### src/rtl/gain_pkg.sv
// Shared types and constant helpers for the per-channel gain stage.
package gain_pkg;

    typedef enum logic [1:0] {
        IDLE,
        RUN,
        DRAIN
    } state_t;

    function automatic logic [63:0] unity(input int gain_w, input int gain_int);
        return 64'd1 << (gain_w - gain_int);
    endfunction

    function automatic longint sat_max(input int w);
        return (64'sd1 <<< (w - 1)) - 64'sd1;
    endfunction

    function automatic longint sat_min(input int w);
        return -(64'sd1 <<< (w - 1));
    endfunction

endpackage

### src/rtl/channel_gain_if.sv
// Sample, gain-config and status bundle of the channel gain stage.
interface channel_gain_if #(
    parameter int N_CH     = 8,
    parameter int SAMPLE_W = 24,
    parameter int GAIN_W   = 24
);
    localparam int AW = $clog2(N_CH);

    logic                           data_request;
    logic [N_CH-1:0][SAMPLE_W-1:0]  audio_in;
    logic [N_CH-1:0][SAMPLE_W-1:0]  audio_out;
    logic                           cfg_wr;
    logic [AW-1:0]                  cfg_addr;
    logic [GAIN_W-1:0]              cfg_data;
    logic                           busy;
    logic                           done;
    logic                           overrun;
    logic [N_CH-1:0]                clip;

    modport master (
        output data_request, audio_in, cfg_wr, cfg_addr, cfg_data,
        input  audio_out, busy, done, overrun, clip
    );

    modport slave (
        input  data_request, audio_in, cfg_wr, cfg_addr, cfg_data,
        output audio_out, busy, done, overrun, clip
    );

endinterface

### src/rtl/gain_mul_sat.sv
// One-stage signed x unsigned gain multiply with floor shift and saturation.
module gain_mul_sat
    import gain_pkg::*;
#(
    parameter int SAMPLE_W = 24,
    parameter int GAIN_W   = 24,
    parameter int GAIN_INT = 2,
    parameter int CH_W     = 3
) (
    input  logic                       clk,
    input  logic                       reset,
    input  logic                       in_valid,
    input  logic [CH_W-1:0]            in_ch,
    input  logic signed [SAMPLE_W-1:0] sample,
    input  logic [GAIN_W-1:0]          gain,
    output logic                       out_valid,
    output logic [CH_W-1:0]            out_ch,
    output logic [SAMPLE_W-1:0]        result,
    output logic                       sat
);
    localparam int FRAC = GAIN_W - GAIN_INT;
    localparam int P    = SAMPLE_W + GAIN_W + 1;
    localparam longint MAX = sat_max(SAMPLE_W);
    localparam longint MIN = sat_min(SAMPLE_W);

    logic signed [P-1:0] a, b, prod_q, shifted;

    assign a = P'(sample);
    assign b = P'({1'b0, gain});

    always_ff @(posedge clk) begin
        if (reset) begin
            out_valid <= 1'b0;
            out_ch    <= '0;
            prod_q    <= '0;
        end else begin
            out_valid <= in_valid;
            out_ch    <= in_ch;
            prod_q    <= a * b;
        end
    end

    // Arithmetic shift floors toward -inf
    assign shifted = prod_q >>> FRAC;

    always_comb begin
        result = shifted[SAMPLE_W-1:0];
        sat    = 1'b0;
        if (longint'(shifted) > MAX) begin
            result = SAMPLE_W'(MAX);
            sat    = 1'b1;
        end else if (longint'(shifted) < MIN) begin
            result = SAMPLE_W'(MIN);
            sat    = 1'b1;
        end
    end

endmodule

### src/rtl/channel_gain.sv
// Frame-strobed per-channel gain with double-buffered gains and clip flags.
module channel_gain
    import gain_pkg::*;
#(
    parameter int N_CH     = 8,
    parameter int SAMPLE_W = 24,
    parameter int GAIN_W   = 24,
    parameter int GAIN_INT = 2
) (
    input  logic           clk,
    input  logic           reset,
    channel_gain_if.slave  bus
);
    localparam int AW = $clog2(N_CH);
    localparam logic [GAIN_W-1:0] UNITY = GAIN_W'(unity(GAIN_W, GAIN_INT));
    localparam logic [AW-1:0] LAST = AW'(N_CH - 1);

    logic [GAIN_W-1:0]             shadow [N_CH];
    logic [GAIN_W-1:0]             active [N_CH];
    logic [N_CH-1:0][SAMPLE_W-1:0] snap;
    state_t                        state_q, state_d;
    logic [AW-1:0]                 idx_q;
    logic [N_CH-1:0]               acc_q, acc_d;
    logic                          accept, issue, fin;
    logic                          mv, msat;
    logic [AW-1:0]                 mch;
    logic [SAMPLE_W-1:0]           mres;

    assign accept = bus.data_request && !bus.busy;

    always_comb begin
        state_d = state_q;
        issue   = 1'b0;
        fin     = 1'b0;
        unique case (state_q)
            IDLE:  if (accept) state_d = RUN;
            RUN: begin
                issue = 1'b1;
                if (idx_q == LAST) state_d = DRAIN;
            end
            DRAIN: begin
                fin     = 1'b1;
                state_d = IDLE;
            end
            default: state_d = IDLE;
        endcase
    end

    always_comb begin
        acc_d = acc_q;
        if (mv && msat) acc_d[mch] = 1'b1;
    end

    gain_mul_sat #(
        .SAMPLE_W (SAMPLE_W),
        .GAIN_W   (GAIN_W),
        .GAIN_INT (GAIN_INT),
        .CH_W     (AW)
    ) u_mul (
        .clk       (clk),
        .reset     (reset),
        .in_valid  (issue),
        .in_ch     (idx_q),
        .sample    ($signed(snap[idx_q])),
        .gain      (active[idx_q]),
        .out_valid (mv),
        .out_ch    (mch),
        .result    (mres),
        .sat       (msat)
    );

    always_ff @(posedge clk) begin
        if (reset) begin
            state_q       <= IDLE;
            idx_q         <= '0;
            acc_q         <= '0;
            snap          <= '0;
            bus.audio_out <= '0;
            bus.busy      <= 1'b0;
            bus.done      <= 1'b0;
            bus.overrun   <= 1'b0;
            bus.clip      <= '0;
            for (int i = 0; i < N_CH; i++) begin
                shadow[i] <= UNITY;
                active[i] <= UNITY;
            end
        end else begin
            state_q     <= state_d;
            bus.done    <= fin;
            bus.overrun <= bus.data_request && bus.busy;
            if (bus.cfg_wr && int'(bus.cfg_addr) < N_CH)
                shadow[bus.cfg_addr] <= bus.cfg_data;
            // Active bank takes the pre-edge shadow, so same-edge writes wait a frame
            if (accept) begin
                snap     <= bus.audio_in;
                bus.busy <= 1'b1;
                idx_q    <= '0;
                acc_q    <= '0;
                for (int i = 0; i < N_CH; i++) active[i] <= shadow[i];
            end else begin
                if (issue) idx_q <= idx_q + AW'(1);
                acc_q <= acc_d;
            end
            if (mv) bus.audio_out[mch] <= mres;
            if (fin) begin
                bus.busy <= 1'b0;
                bus.clip <= acc_d;
            end
        end
    end

endmodule

### src/flat_wrapper.sv
// flat-port wrapper written by rule: the top's interface ports become plain ports
module channel_gain_flat import gain_pkg::*;
#(
    parameter int N_CH     = 8,
    parameter int SAMPLE_W = 24,
    parameter int GAIN_W   = 24,
    parameter int GAIN_INT = 2
)
  (clk, reset, bus_data_request, bus_audio_in, bus_cfg_wr, bus_cfg_addr, bus_cfg_data, bus_audio_out, bus_busy, bus_done, bus_overrun, bus_clip);
  channel_gain_if #(.N_CH(N_CH), .SAMPLE_W(SAMPLE_W), .GAIN_W(GAIN_W)) bus_i ();
  input  logic clk;
  input  logic reset;
  input wire logic [$bits(bus_i.data_request)-1:0] bus_data_request;
  input wire logic [$bits(bus_i.audio_in)-1:0] bus_audio_in;
  input wire logic [$bits(bus_i.cfg_wr)-1:0] bus_cfg_wr;
  input wire logic [$bits(bus_i.cfg_addr)-1:0] bus_cfg_addr;
  input wire logic [$bits(bus_i.cfg_data)-1:0] bus_cfg_data;
  output wire logic [$bits(bus_i.audio_out)-1:0] bus_audio_out;
  output wire logic [$bits(bus_i.busy)-1:0] bus_busy;
  output wire logic [$bits(bus_i.done)-1:0] bus_done;
  output wire logic [$bits(bus_i.overrun)-1:0] bus_overrun;
  output wire logic [$bits(bus_i.clip)-1:0] bus_clip;
  assign bus_i.data_request = bus_data_request;
  assign bus_i.audio_in = bus_audio_in;
  assign bus_i.cfg_wr = bus_cfg_wr;
  assign bus_i.cfg_addr = bus_cfg_addr;
  assign bus_i.cfg_data = bus_cfg_data;
  assign bus_audio_out = bus_i.audio_out;
  assign bus_busy = bus_i.busy;
  assign bus_done = bus_i.done;
  assign bus_overrun = bus_i.overrun;
  assign bus_clip = bus_i.clip;
  channel_gain #(.N_CH(N_CH), .SAMPLE_W(SAMPLE_W), .GAIN_W(GAIN_W), .GAIN_INT(GAIN_INT)) u_core (.clk(clk), .reset(reset), .bus(bus_i));
endmodule
### config.mk
export PLATFORM = sky130hd
export DESIGN_NAME = channel_gain_flat
export DESIGN_NICKNAME = d
export VERILOG_FILES = /design/src/rtl/gain_pkg.sv /design/src/rtl/channel_gain_if.sv /design/src/rtl/gain_mul_sat.sv /design/src/rtl/channel_gain.sv /design/src/flat_wrapper.sv
export SDC_FILE = /design/constraint.sdc
export NUM_CORES = 2
export LEC_CHECK = 0
export CORE_MARGIN = 8
export CORE_UTILIZATION = 39
export CTS_CLUSTER_DIAMETER = 150
export DETAILED_ROUTE_END_ITERATION = 10
export GPL_ROUTABILITY_DRIVEN = 0
export GPL_TIMING_DRIVEN = 0
export RECOVER_POWER = 50
export SLEW_MARGIN = 15
export SYNTH_ARGS = -nofsm -noshare
export SYNTH_HDL_FRONTEND = slang
export SYNTH_SLANG_ARGS = --single-unit
### constraint.sdc
create_clock -name clk -period 8.8 [get_ports clk]
set_input_delay 1.76 -clock clk [delete_from_list [all_inputs] [get_ports clk]]
set_output_delay 1.76 -clock clk [all_outputs]
set_load 0.03 [all_outputs]
==> results.ini <==
[synth]
synthesis.area_um2 = 50000
avgSynthCellArea_um2 = 10.7
synth-edff-count = 384
netlist.top_cell.by_area = edfxtp_1
yosysSeqAreaShare = 0.407
yosysWarnings = 0
yosysUniqueCellTypes = 70
yosys.cell_count.top_type = nand2_1
synth_seq_cells = 826
synth_ff_type = dfxtp_1
syn_nets = 5585
yosys-top-cells-area = edfxtp_1 (23%), fa_1 (19%), dfxtp_1 (18%)
async_reset_ff_frac = 0
synth_top_area_share = 0.231
synthCells = 4681
ys_top_cells_by_count = nand2_1 (712), inv_1 (557), fa_1 (481), dfxtp_1 (442), edfxtp_1 (384)

[sta]
relSlewSlack = -0.479
clock_skew_ns = 0.0586
worstMarginPinSlew_ns = 2.22
slew_violations = 75
fin_setup_tns_ns = 0
hold_viol = 0
fmax_ghz = 0.115
timing.final.crit_share = 0.986
finalCriticalPeriod_ns = 8.67
setup_violations = 0
fin_ws_ns = 0.125

[clocking]
h-tree-depth = 3
clk_pin_slew_ns = 0.06
cts_tree = done
clkLatencyLatePin_ns = 0.68
cts_sinks = 826
root_buffer = clkbuf_16
cts_buffers = 87
cts_buffer_depth = 3

[global_routing]
grt_max_degree = 57
grt.busiest_layer = met2
grt.overflow.total = 0
use_met2 = 0.392
first_global_vias = 37855
antenna_found_initial = 20
grt_pass1_wl_um = 245000
grt_usage = 0.234
use_met1 = 0.286
met3_usage = 0.0409

[finish]
multi_input_area_um2 = 27100
nNetsFinal = 6149
drive_above_1_share = 0.0949
final_cells = 6992
num-fill-cells = 11620
layout.area.seq_um2 = 20400
syn_to_final_growth_pct = 21.7
final_cell_area_um2 = 60900

[power]
power_density_nw_per_um2 = 192
p_leak_nw = 25.2
peakVddDrop_mv = 0.185

[floorplan]
rows = 131
pin_count = 426
die_h_um = 374
core_area_um2 = 127000
die-area_um2 = 140000
initial_core_util = 0.393
dieWidth_um = 374

[status]
violations = capacitance limit, slew limit
outcome = finished, violations left

[route]
drtIter0Drc = 3272
vias_per_cell = 5.27
drt-pass1-iter-count = 5
routed_wirelength_um = 167000
wl_per_cell_um = 23.9
vias = 36874
ant_nets = 0
drc = 0

[setup_path]
cp_top_family = adder cells
path_common_cell = fa_1
cp-start-kind = flop
r2r_cells = 25
crit_arrival_ns = 9.21
crit_slowest_cell = fa_1
cp.buffers_inverters = 7
slowest_delay_ns = 0.58
criticalPathCategory = flop to flop
cp_data_required_time_ns = 9.33
crit_cells = 25
r2r_slack_ns = 0.13
cp_max_fo = 10
cp-end-kind = flop

[flow_run]
cap_violations = 3

[placed_design]
hpwlAfterDp_um = 131000
place_area_um2 = 56600
port_buffers = 424
dp_cells = 6778
dp_slack_ns = -2.14

[min_path]
hold_depth = 2
hold_class = flop to flop

==> final cells by class <==
cell class / count / area share
multi-input combinational: 3029 / 0.446
buffer: 258 / 0.0230
clock inverter: 31 / 0.00508
timing repair buffer: 486 / 0.0808
inverter: 557 / 0.0343
sequential: 826 / 0.335
antenna: 21 / 0.000863
clock buffer: 122 / 0.0411
tap: 1662 / 0.0342
==> cells in the final DEF (no fill, tap or decap), types with 12 or more instances in the layout <==
master / n
clkbuf_1: 177
clkbuf_16: 88
o21ai_0: 33
mux4_2: 95
o21a_1: 31
clkdlybuf4s50_1: 219
buf_12: 14
or2_2: 13
dfxtp_1: 440
and2_1: 261
mux2_2: 37
nand2b_1: 36
nand3_1: 15
clkinv_2: 12
fa_1: 479
ha_1: 197
edfxtp_1: 384
nor2_1: 325
nor2b_1: 63
nand2_1: 712
buf_6: 18
buf_4: 51
inv_1: 557
nor3_1: 19
clkbuf_8: 19
a21o_1: 22
mux2i_4: 34
clkbuf_4: 22
a22o_1: 192
a21oi_1: 248
dlygate4sd3_1: 205
diode_2: 21
and2_0: 73
clkbuf_2: 26
xnor2_1: 13
==> worst paths after layout <==
check,to,startpoint
setup / recovery,u_core.u_mul.prod_q[41],u_core.idx_q[1]
hold / removal,u_core.bus.clip[0],u_core.bus.clip[0]
setup reg to reg,u_core.u_mul.prod_q[41],u_core.idx_q[1]
hold reg to reg,u_core.bus.clip[0],u_core.bus.clip[0]
==> tightest hold or removal path, delay by kind of cell, from the launching register on <==
kind            cells  cell delay [ns]
flops               1             0.32
compound gates      1             0.05
simple gates        1             0.04
==> metrics by stage <==
stage / power, mW / hold slack (ns) / util
floorplan: 6.60 / 0.421 / -
global placement: 7.88 / 0.431 / 0.442
detailed placement: 7.91 / 0.442 / 0.444
CTS: 11.6 / 0.454 / 0.474
global route: 12.3 / 0.465 / 0.478
finish: 11.7 / 0.446 / 0.478
==> cell families after synthesis <==
logic type                 synth area share
AOI/OAI and AO/OA                    0.0774
muxes                                0.0630
and+or+nand+nor                       0.144
buffers and inverters                0.0624
xor gates and xnor gates            0.00280
adders and majority gates             0.243
DFF                                   0.407
==> routing by layer <==
layer	vias up	wire length, um
met1	18545	63800
met2	1471	81300
li1	16436	-
met4	0	10300
met5	-	0
met3	422	11800
==> registers in the layout, indices dropped and copies added (netlist names), named ones only <==
| name | count |
|---|---|
| u_core.state_q | 2 |
| u_core.snap | 192 |
| u_core.bus.audio_out | 192 |
| u_core.u_mul.prod_q | 27 |
| u_core.shadow | 192 |
| u_core.bus.done | 1 |
| u_core.bus.overrun | 1 |
| u_core.idx_q | 3 |
| u_core.u_mul.out_ch | 3 |
| u_core.acc_q | 8 |
| u_core.bus.busy | 1 |
| u_core.u_mul.out_valid | 1 |
| u_core.bus.clip | 8 |
| u_core.active | 192 |
==> power breakdown <==
| part | internal [mW] | switching (mW) |
|---|---|---|
| clock | 2.05 | 1.58 |
| combinational | 1.35 | 2.37 |
| sequential | 4.26 | 0.0743 |
| total | 7.65 | 4.02 |
==> timing repair <==
action / CTS / global route
pin swaps: 7 / 7
endpoints found under the setup margin: 27 / 23
setup buffers: 24 / 27
gates resized for setup: 208 / 139
cloned: 0 / 0
hold buffers: 0 / 0
No activity file was read; power rests on OpenSTA's default activity.
